### src/rtl/bus_pkg.sv
`default_nettype none
// ---------------------------------------------------------------------------
// bus_pkg : shared constants and FSM encoding for the data-bus fabric
// Revision: 1.0
// ---------------------------------------------------------------------------
package bus_pkg;
    localparam int          LAT_W            = 4;
    localparam int          ERR_CNT_W        = 16;
    localparam logic [31:0] ERR_DATA_DEFAULT = 32'hDEAD_BEEF;

    typedef logic [0:0] state_t;
    localparam logic [0:0] ST_IDLE = 1'b0;
    localparam logic [0:0] ST_WAIT = 1'b1;
endpackage
`default_nettype wire

### src/rtl/bus_decoder.sv
`default_nettype none
// ---------------------------------------------------------------------------
// bus_decoder : address -> one-hot region hit, index, base-relative offset
// Revision: 1.0
// ---------------------------------------------------------------------------
module bus_decoder
    import bus_pkg::*;
#(
    parameter int                        REGIONS     = 5,
    parameter int                        ADDR_W      = 32,
    parameter int                        SEL_W       = (REGIONS > 1) ? $clog2(REGIONS) : 1,
    parameter logic [REGIONS*ADDR_W-1:0] REGION_BASE = '0,
    parameter logic [REGIONS*ADDR_W-1:0] REGION_END  = '0
) (
    input  logic [ADDR_W-1:0]  addr_i,
    output logic [REGIONS-1:0] hit_o,
    output logic [SEL_W-1:0]   sel_o,
    output logic [ADDR_W-1:0]  offset_o,
    output logic               mapped_o
);
    // Scan from the top index down so the lowest matching region wins.
    always_comb begin
        hit_o    = '0;
        sel_o    = '0;
        offset_o = '0;
        mapped_o = 1'b0;
        for (int i = REGIONS - 1; i >= 0; i--) begin
            if ((addr_i >= REGION_BASE[i*ADDR_W +: ADDR_W]) &&
                (addr_i <  REGION_END[i*ADDR_W +: ADDR_W])) begin
                hit_o    = '0;
                hit_o[i] = 1'b1;
                sel_o    = SEL_W'(i);
                offset_o = addr_i - REGION_BASE[i*ADDR_W +: ADDR_W];
                mapped_o = 1'b1;
            end
        end
    end
endmodule
`default_nettype wire

### src/rtl/bus_fabric.sv
`default_nettype none
// ---------------------------------------------------------------------------
// bus_fabric : single-master, N-slave bus with per-region read latency
// Revision: 1.0
// ---------------------------------------------------------------------------
module bus_fabric
    import bus_pkg::*;
#(
    parameter int                        REGIONS     = 5,
    parameter int                        ADDR_W      = 32,
    parameter int                        DATA_W      = 32,
    parameter logic [REGIONS*ADDR_W-1:0] REGION_BASE = '0,
    parameter logic [REGIONS*ADDR_W-1:0] REGION_END  = '0,
    parameter logic [REGIONS*LAT_W-1:0]  REGION_LAT  = {REGIONS{4'd1}},
    parameter logic [DATA_W-1:0]         ERR_DATA    = DATA_W'(ERR_DATA_DEFAULT)
) (
    input  logic                        clk_i,
    input  logic                        reset_i,
    input  logic                        m_req_i,
    input  logic                        m_we_i,
    input  logic [ADDR_W-1:0]           m_addr_i,
    input  logic [DATA_W-1:0]           m_wd_i,
    output logic                        m_ready_o,
    output logic                        m_rvalid_o,
    output logic [DATA_W-1:0]           m_rdata_o,
    output logic                        m_err_o,
    output logic [REGIONS-1:0]          s_en_o,
    output logic [REGIONS-1:0]          s_we_o,
    output logic [REGIONS*ADDR_W-1:0]   s_addr_o,
    output logic [REGIONS*DATA_W-1:0]   s_wd_o,
    input  logic [REGIONS*DATA_W-1:0]   s_rd_i,
    output logic [ADDR_W-1:0]           err_addr_o,
    output logic [ERR_CNT_W-1:0]        err_count_o
);
    localparam int SEL_W = (REGIONS > 1) ? $clog2(REGIONS) : 1;

    logic [REGIONS-1:0] dec_hit;
    logic [SEL_W-1:0]   dec_sel;
    logic [ADDR_W-1:0]  dec_off;
    logic               dec_mapped;
    logic               accept;
    logic [LAT_W-1:0]   lat;

    state_t               state_q,    state_d;
    logic [LAT_W-1:0]     cnt_q,      cnt_d;
    logic [SEL_W-1:0]     sel_q,      sel_d;
    logic [ADDR_W-1:0]    off_q,      off_d;
    logic                 rvalid_q,   rvalid_d;
    logic [DATA_W-1:0]    rdata_q,    rdata_d;
    logic                 err_q,      err_d;
    logic [ADDR_W-1:0]    err_addr_q, err_addr_d;
    logic [ERR_CNT_W-1:0] err_cnt_q,  err_cnt_d;

    bus_decoder #(
        .REGIONS     (REGIONS),
        .ADDR_W      (ADDR_W),
        .SEL_W       (SEL_W),
        .REGION_BASE (REGION_BASE),
        .REGION_END  (REGION_END)
    ) u_dec (
        .addr_i   (m_addr_i),
        .hit_o    (dec_hit),
        .sel_o    (dec_sel),
        .offset_o (dec_off),
        .mapped_o (dec_mapped)
    );

    assign m_ready_o   = (state_q == ST_IDLE);
    assign accept      = m_req_i && m_ready_o;
    assign lat         = REGION_LAT[dec_sel*LAT_W +: LAT_W];
    assign s_wd_o      = {REGIONS{m_wd_i}};
    assign m_rvalid_o  = rvalid_q;
    assign m_rdata_o   = rdata_q;
    assign m_err_o     = err_q;
    assign err_addr_o  = err_addr_q;
    assign err_count_o = err_cnt_q;

    always_comb begin
        state_d    = state_q;
        cnt_d      = cnt_q;
        sel_d      = sel_q;
        off_d      = off_q;
        rvalid_d   = 1'b0;
        rdata_d    = rdata_q;
        err_d      = 1'b0;
        err_addr_d = err_addr_q;
        err_cnt_d  = err_cnt_q;
        s_en_o     = '0;
        s_we_o     = '0;
        s_addr_o   = '0;
        case (state_q)
            ST_IDLE: begin
                if (accept && dec_mapped) begin
                    s_en_o = dec_hit;
                    s_addr_o[dec_sel*ADDR_W +: ADDR_W] = dec_off;
                    if (m_we_i) begin
                        s_we_o = dec_hit;
                    end else if (lat == '0) begin
                        rvalid_d = 1'b1;
                        rdata_d  = s_rd_i[dec_sel*DATA_W +: DATA_W];
                    end else begin
                        state_d = ST_WAIT;
                        cnt_d   = lat - 1'b1;
                        sel_d   = dec_sel;
                        off_d   = dec_off;
                    end
                end else if (accept) begin
                    err_d      = 1'b1;
                    err_addr_d = m_addr_i;
                    if (err_cnt_q != '1) begin
                        err_cnt_d = err_cnt_q + 1'b1;
                    end
                    if (!m_we_i) begin
                        rvalid_d = 1'b1;
                        rdata_d  = ERR_DATA;
                    end
                end
            end
            ST_WAIT: begin
                // Slave sees a stable enable/offset for the whole access.
                s_en_o[sel_q] = 1'b1;
                s_addr_o[sel_q*ADDR_W +: ADDR_W] = off_q;
                if (cnt_q == '0) begin
                    rvalid_d = 1'b1;
                    rdata_d  = s_rd_i[sel_q*DATA_W +: DATA_W];
                    state_d  = ST_IDLE;
                end else begin
                    cnt_d = cnt_q - 1'b1;
                end
            end
            default: state_d = ST_IDLE;
        endcase
    end

    always_ff @(posedge clk_i or posedge reset_i) begin
        if (reset_i) begin
            state_q    <= ST_IDLE;
            cnt_q      <= '0;
            sel_q      <= '0;
            off_q      <= '0;
            rvalid_q   <= 1'b0;
            rdata_q    <= '0;
            err_q      <= 1'b0;
            err_addr_q <= '0;
            err_cnt_q  <= '0;
        end else begin
            state_q    <= state_d;
            cnt_q      <= cnt_d;
            sel_q      <= sel_d;
            off_q      <= off_d;
            rvalid_q   <= rvalid_d;
            rdata_q    <= rdata_d;
            err_q      <= err_d;
            err_addr_q <= err_addr_d;
            err_cnt_q  <= err_cnt_d;
        end
    end
endmodule
`default_nettype wire

### config.mk
export PLATFORM = sky130hd
export DESIGN_NAME = bus_fabric
export DESIGN_NICKNAME = d
export VERILOG_FILES = /design/src/rtl/bus_pkg.sv /design/src/rtl/bus_decoder.sv /design/src/rtl/bus_fabric.sv
export SDC_FILE = /design/constraint.sdc
export NUM_CORES = 1
export LEC_CHECK = 0
export CAP_MARGIN = 0
export CORE_AREA = 2 2 250 252
export CTS_CLUSTER_SIZE = 20
export DETAILED_ROUTE_END_ITERATION = 6
export DIE_AREA = 0 0 252 254
export DONT_BUFFER_PORTS = 1
export GPL_ROUTABILITY_DRIVEN = 0
export PLACE_DENSITY = 0.32
export SYNTH_ARGS = -nofsm -noshare
export SYNTH_HDL_FRONTEND = slang
export SYNTH_SLANG_ARGS = --single-unit
### constraint.sdc
create_clock -name clk_i -period 2.75 [get_ports clk_i]
set_input_delay 0.55 -clock clk_i [delete_from_list [all_inputs] [get_ports clk_i]]
set_output_delay 0.55 -clock clk_i [all_outputs]
set_load 0.01 [all_outputs]
==> qor.yml, run 1 <==
layout:
  regArea_um2: 2177
  syn2layout_area_growth_pct: -9.666
  n_fill_cell: 7127
  n_antenna_cell: 0
  stdcell_count: 1279
  drive_gt1_share_pct: 6.953
  final_util_pct: 8.742
  multi_input_area_um2: 1812
  finalNetCount: 714
grt:
  grt_pass1_wl_um: 19760
  antenna_found_initial: 0
  grt_overflow: 0
  grt_max_degree: 40
  grt_pass1_vias: 2788
  grt_use_total_pct: 4.466
timing:
  fin_ws_ns: 0.6987
  period_needed_ns: 2.051
  skew_ns: 0.01549
  worstMarginPinSlew_ns: 0.9412
  finalCritPeriodShare_pct: 74.59
  max_freq_mhz: 487.5
  slew_violations: 0
  rsz0062_at_grt: "no"
  hold_viol: 0
  hold_slack_ns: 0.1243
  setup_tns_ns: 0
  relSlewSlack_pct: 37.08
  setup_violations: 0
power:
  p_per_area_nw_per_um2: 607.4
  ir_drop_uv: 290.0
  cellLeakagePower_nw: 2.261
worst_setup_path:
  crit_type: "flip-flop to flip-flop"
  crit_path_start_kind: "flip-flop"
  r2r-start: "state_q$_DFF_PP0_"
  cp_data_arrival_time_ns: 2.30
  crit_path_max_fanout: 25
  r2r_slack_ns: 0.70
  critPathRequiredTime_ns: 3.00
  crit_start: "state_q$_DFF_PP0_"
  r2r-end: "m_rdata_o[2]$_DFFE_PP0P_"
  reg2reg_depth: 5
  crit_end: "m_rdata_o[2]$_DFFE_PP0P_"
  end_kind: "flip-flop"
placement:
  placed_cells: 1263
  numPortBuffers: 0
  pre_cts_ws_ns: 0.5496
  dp_hpwl_um: 11070
die:
  io_pins: 641
  rows: 91
  die_area_um2: 64010
  start_util_pct: 9.678
  die_w_um: 252
  die_h_um: 254
  coreArea_um2: 61260
routing:
  drc: 0
  wl_met3_um: 2618
  ant_nets: 0
  wl_met1_um: 4831
  highest_layer: "met4"
  routed-wl-met2_um: 6231
  dr.pass1.iters: 4
  wl_um: 14510
  first_iter_violations: 95
  num_vias: 2817
  via_per_inst: 2.203
  post_drt_wl_per_cell_um: 11.35
cts:
  path_clk_slew_ns: 0.07
  cts-root-buf: "clkbuf_16"
  clk_latency_ns: 0.37
  cts_resized: 0
  cts_buffers: 9
  htreeDepth: 3
  cts_tree: "built"
  hold_buffers: 0
  cts_num_sinks: 87
  cts_max_path_buffers: 2
  post_cts_buffers: 0
logic_synthesis:
  synth-main-ff-cell: "dfrtp_1"
  netlist_instances: 642
  ys_seq_elements: 87
  synth_cell_types: 41
  ys_warn_count: 0
  syn_area_um2: 5928
  synth_area_per_cell_um2: 9.234
  synth_seq_area_share_pct: 36.72
  synth-edff-count: 0
  synthArstFlopShare_pct: 100.0
run:
  maxCapViolCount: 0
run_status:
  status: "complete, no violations"
min_path:
  hold_class: "input pin to asynchronous set/reset pin"
-- metal layers --
metal,GRT usage (%),vias to the layer above
met5,0,-
met2,5.950,265
met1,4.380,1269
met3,3.657,49
met4,3.821,0
li1,-,1234
-- Yosys cell counts, types with 2 or more instances --
cell type  count  area, µm²
nand3_1        8      40.04
buf_4        330       2477
clkbuf_1       5      18.77
nand3b_1       2      15.01
buf_6          2      22.52
xnor2_1        7      61.31
nor2_1         7      26.28
a22o_1         8      70.07
o22a_1        24      210.2
xor2_1         4      35.03
nand2_1      106      397.9
o21a_1         3      22.52
nand4_1        5      31.28
inv_2          2      7.510
inv_1          6      22.52
nor3_1         5      25.02
buf_2          2      10.01
dfrtp_1       87       2177
buf_1          3      11.26
ha_1           2      25.02
nand4_2        2      25.02
nor4_1         2      12.51
a21oi_1        2      10.01
-- critical path: stages (launching register included) --
cell,delay (ns)
dfrtp_1,0.57
nand2b_4,0.44
nor2_1,0.14
nor2_4,0.27
inv_2,0.25
o22a_1,0.24
-- cell type report --
cell class,instances,share of cell area [%]
flip-flops and latches,87,40.65
well taps,790,18.46
clock inverters,3,0.4439
repair buffers,5,0.9346
multi-input cells,373,33.83
clock buffers,13,5.047
inverters,8,0.6308
-- worst min-delay path by stage --
stage | start | to | slack, ns | cells after the start
3_5_place_dp | cnt_q[0]$_DFFE_PP0P_ | cnt_q[0]$_DFFE_PP0P_ | 0.49 | 1
4_1_cts | reset_i | m_rdata_o[12]$_DFFE_PP0P_ | 0.10 | 1
6_report | reset_i | m_err_o$_DFF_PP0_ | 0.12 | 1
5_1_grt | reset_i | m_rdata_o[12]$_DFFE_PP0P_ | 0.16 | 1
3_3_place_gp | cnt_q[0]$_DFFE_PP0P_ | cnt_q[0]$_DFFE_PP0P_ | 0.49 | 1
2_1_floorplan | cnt_q[0]$_DFFE_PP0P_ | cnt_q[0]$_DFFE_PP0P_ | 0.47 | 1
-- per-stage QoR --
stage | power, mW | cell area, µm²
floorplan | 2.278 | 6563
global placement | 1.989 | 5061
detailed placement | 1.989 | 5061
CTS | 3.383 | 5355
global route | 3.486 | 5355
finish | 3.253 | 5355
-- flip-flops by register name (all words and copies together), names as in the netlist --
| signal | count |
|---|---|
| state_q | 1 |
| err_count_o | 16 |
| m_err_o | 1 |
| m_rvalid_o | 1 |
| m_rdata_o | 32 |
| err_addr_o | 32 |
| cnt_q | 4 |
-- kinds of logic (layout without fill, tap and decap cells) --
group                    count (synthesis)  count (layout)  share of synthesized area, %
AO/OA/AOI/OAI                           41              41                         5.825
XOR/XNOR                                11              11                         1.625
adder cells (fa/ha/maj)                  2               2                        0.4221
buffers and inverters                  350              29                         43.35
flip-flops                              87              87                         36.72
multiplexers                             3               3                        0.6120
other                                    1             169                       0.06326
AND/OR/NAND/NOR                        147             147                         11.38
-- where the power goes --
| group | switching [mW] | leakage (nW) | internal (mW) |
|---|---|---|---|
| clock | 0.608 | 0.138 | 0.693 |
| combinational | 0.258 | 1.12 | 0.103 |
| sequential | 0.211 | 1.01 | 1.38 |
| total | 1.08 | 2.26 | 2.18 |
-- placed cells by master (no fill, tap or decap), drive strengths merged, types with 3 or more instances in the layout --
cell type and n:
xor2 4, clkbuf 13, nand3 8, dfrtp 87, conb 169, nand2 106, clkinvlp 3, buf 5
o22a 24, xnor2 7, nand4 7, nor4 3, a22o 8, inv 8, o21a 3, nor3 7
nor2 9
No activity file was read; power rests on OpenSTA's default activity.
==> run 2: changes to the inputs <==
==> constraint.sdc (replaced) <==
create_clock -name clk_i -period 1.8 [get_ports clk_i]
set_input_delay 0.36 -clock clk_i [delete_from_list [all_inputs] [get_ports clk_i]]
set_output_delay 0.36 -clock clk_i [all_outputs]
set_load 0.01 [all_outputs]
==> qor.yml, run 2 (synthesis results as in run 1) <==
grt:
  grt_overflow: 0  # unchanged
  grt_use_total_pct: 4.500  # was 4.466%
  antenna_found_initial: 1  # was 0
  grt_max_degree: 88  # was 40
  grt_pass1_vias: 2862  # was 2788
  grt_pass1_wl_um: 19990  # was 19760 µm
worst_setup_path:
  r2r_slack_ns: 0.14  # was 0.70 ns
  r2r-end: "err_count_o[1]$_DFFE_PP0P_"  # was m_rdata_o[2]$_DFFE_PP0P_
  slowest_delay_ns: 0.35  # was 0.57 ns
  r2r-start: "err_count_o[0]$_DFFE_PP0P_"  # was state_q$_DFF_PP0_
  path_delay_family: "simple AND/OR/NAND/NOR gates"  # unchanged
  end_kind: "flip-flop"  # unchanged
  crit_slowest_cell: "dfrtp_1"  # unchanged
  crit_chain: "ha_1 > nand4_2 > nor4_4 > nor2_2 > mux2_4"  # was nand2b_4 > nor2_1 > nor2_4 > inv_2 > o22a_1
  crit_type: "flip-flop to flip-flop"  # unchanged
  crit_path_max_fanout: 5  # was 25
  cp_data_arrival_time_ns: 1.91  # was 2.30 ns
  reg2reg_depth: 5  # unchanged
  path_buf_inv: 0  # was 1
  crit_path_start_kind: "flip-flop"  # unchanged
  critPathRequiredTime_ns: 2.05  # was 3.00 ns
timing:
  max_freq_mhz: 601.7  # was 487.5 MHz
  slew_violations: 0  # unchanged
  skew_ns: 0.01764  # was 0.01549 ns
  setup_violations: 0  # unchanged
  period_needed_ns: 1.662  # was 2.051 ns
  worstMarginPinSlew_ns: 0.5484  # was 0.9412 ns
  relSlewSlack_pct: 63.44  # was 37.08%
  hold_viol: 0  # unchanged
  rsz0062_at_grt: "no"  # unchanged
  finalCritPeriodShare_pct: 92.34  # was 74.59%
  setup_tns_ns: 0  # unchanged
run_status:
  status: "complete, no violations"  # unchanged
layout:
  n_fill_cell: 7121  # was 7127
  multi_input_area_um2: 1821  # was 1812 µm²
  mostFrequentLayoutCells: "169 x conb_1, 106 x nand2_1, 87 x dfrtp_1, 29 x buf_4, 24 x o22a_1"  # was 169 x conb_1, 106 x nand2_1, 87 x dfrtp_1, 24 x o22a_1, 9 x clkbuf_16
  drive_gt1_share_pct: 11.82  # was 6.953%
  regArea_um2: 2177  # unchanged
  final_area_um2: 5587  # was 5355 µm²
  final_util_pct: 9.120  # was 8.742%
  layout_commonest_cell: "conb_1"  # unchanged
  syn2layout_area_growth_pct: -5.762  # was -9.666%
  finalNetCount: 741  # was 714
  stdcell_count: 1307  # was 1279
cts:
  cts_max_path_buffers: 2  # unchanged
  clk_latency_ns: 0.38  # was 0.37 ns
  htreeDepth: 3  # unchanged
  path_clk_slew_ns: 0.09  # was 0.07 ns
  cts_num_sinks: 87  # unchanged
  cts_buffers: 9  # unchanged
  cts-root-buf: "clkbuf_16"  # unchanged
  cts_tree: "built"  # unchanged
die:
  die_w_um: 252  # unchanged
  rows: 91  # unchanged
  die_area_um2: 64010  # unchanged
  coreArea_um2: 61260  # unchanged
  die_h_um: 254  # unchanged
  start_util_pct: 9.678  # unchanged
  io_pins: 641  # unchanged
routing:
  first_iter_violations: 112  # was 95
  wl_um: 14870  # was 14510 µm
  dr.pass1.iters: 4  # unchanged
  via_per_inst: 2.239  # was 2.203
  num_vias: 2926  # was 2817
  ant_nets: 0  # unchanged
  drc: 0  # unchanged
  post_drt_wl_per_cell_um: 11.38  # was 11.35 µm
placement:
  placed_cells: 1287  # was 1263
  numPortBuffers: 0  # unchanged
  place_area_um2: 5254  # was 5061 µm²
  dp_hpwl_um: 10930  # was 11070 µm
power:
  p_total_mw: 5.230  # was 3.253 mW
  p_per_area_nw_per_um2: 936.2  # was 607.4 nW/µm²
  cellLeakagePower_nw: 2.424  # was 2.261 nW
  ir_drop_uv: 448.3  # was 290.0 µV
run:
  maxCapViolCount: 0  # unchanged
min_path:
  worstHoldPathCells: 2
  holdPathEnd: "err_addr_o[15]$_DFFE_PP0P_"
  hold_start: "m_addr_i[15]"
  hold_class: "input pin to flip-flop"  # was input pin to asynchronous set/reset pin
[run 2: cell types whose count changed in the layout (fill, tap and decap cells not counted), moves of 2 or more]
cell / previous run / this run
buf_4: 4 / 29
clkinvlp_4: 3 / 1
clkbuf_8: 3 / 0
clkinv_4: 0 / 2
clkinv_2: 0 / 3
[run 2: worst max-delay path by stage]
stage | cells after the start | from | endpoint
2_1_floorplan | 5 | err_count_o[0]$_DFFE_PP0P_ | err_count_o[1]$_DFFE_PP0P_
3_3_place_gp | 5 | err_count_o[0]$_DFFE_PP0P_ | err_count_o[1]$_DFFE_PP0P_
3_5_place_dp | 8 | cnt_q[0]$_DFFE_PP0P_ | m_rdata_o[19]$_DFFE_PP0P_
4_1_cts | 8 | cnt_q[0]$_DFFE_PP0P_ | m_rdata_o[19]$_DFFE_PP0P_
5_1_grt | 5 | err_count_o[0]$_DFFE_PP0P_ | err_count_o[15]$_DFFE_PP0P_
6_report | 5 | err_count_o[0]$_DFFE_PP0P_ | err_count_o[1]$_DFFE_PP0P_
[run 2: cell type report]
| type | instances | share of cell area (%) |
|---|---|---|
| Tap cell | 790 | 17.69 |
| Timing Repair Buffer | 32 | 4.793 |
| Sequential cell | 87 | 38.97 |
| Multi-Input combinational cell | 373 | 32.59 |
| Antenna cell | 1 | 0.04479 |
| Clock inverter | 7 | 1.277 |
| Inverter | 8 | 0.6047 |
| Clock buffer | 9 | 4.031 |
[run 2: repair_timing]
| action | CTS | global route |
|---|---|---|
| hold buffers | 1 | 0 |
| resized for setup | 0 | 1 |
| buffers inserted | 0 | 2 |
| endpoints found under the hold margin | 2 | 0 |
| endpoints found under the setup margin | 0 | 25 |
[run 2: layer usage]
metal	wire length, µm	vias to the layer above	global-route usage (%)
li1	-	1280	-
met1	5700	1336	4.890
met2	6300	261	6.045
met3	2032	49	2.858
met4	837	0	3.821
met5	0	-	0
[run 2: report_power, final]
group,switching [mW],internal [mW]
sequential,0.142,2.11
combinational,0.610,0.282
clock,1.00,1.08
[run 2: through the flow]
| stage | hold slack, ns | worst slack [ns] |
|---|---|---|
| 2_1_floorplan | 0.4654 | 0.1064 |
| 3_3_place_gp | 0.4329 | 0.08442 |
| 3_5_place_dp | 0.4390 | 0.07595 |
| 4_1_cts | 0.02711 | 0.06655 |
| 5_1_grt | 0.04992 | 0.02500 |
| 6_report | 0.07770 | 0.1379 |
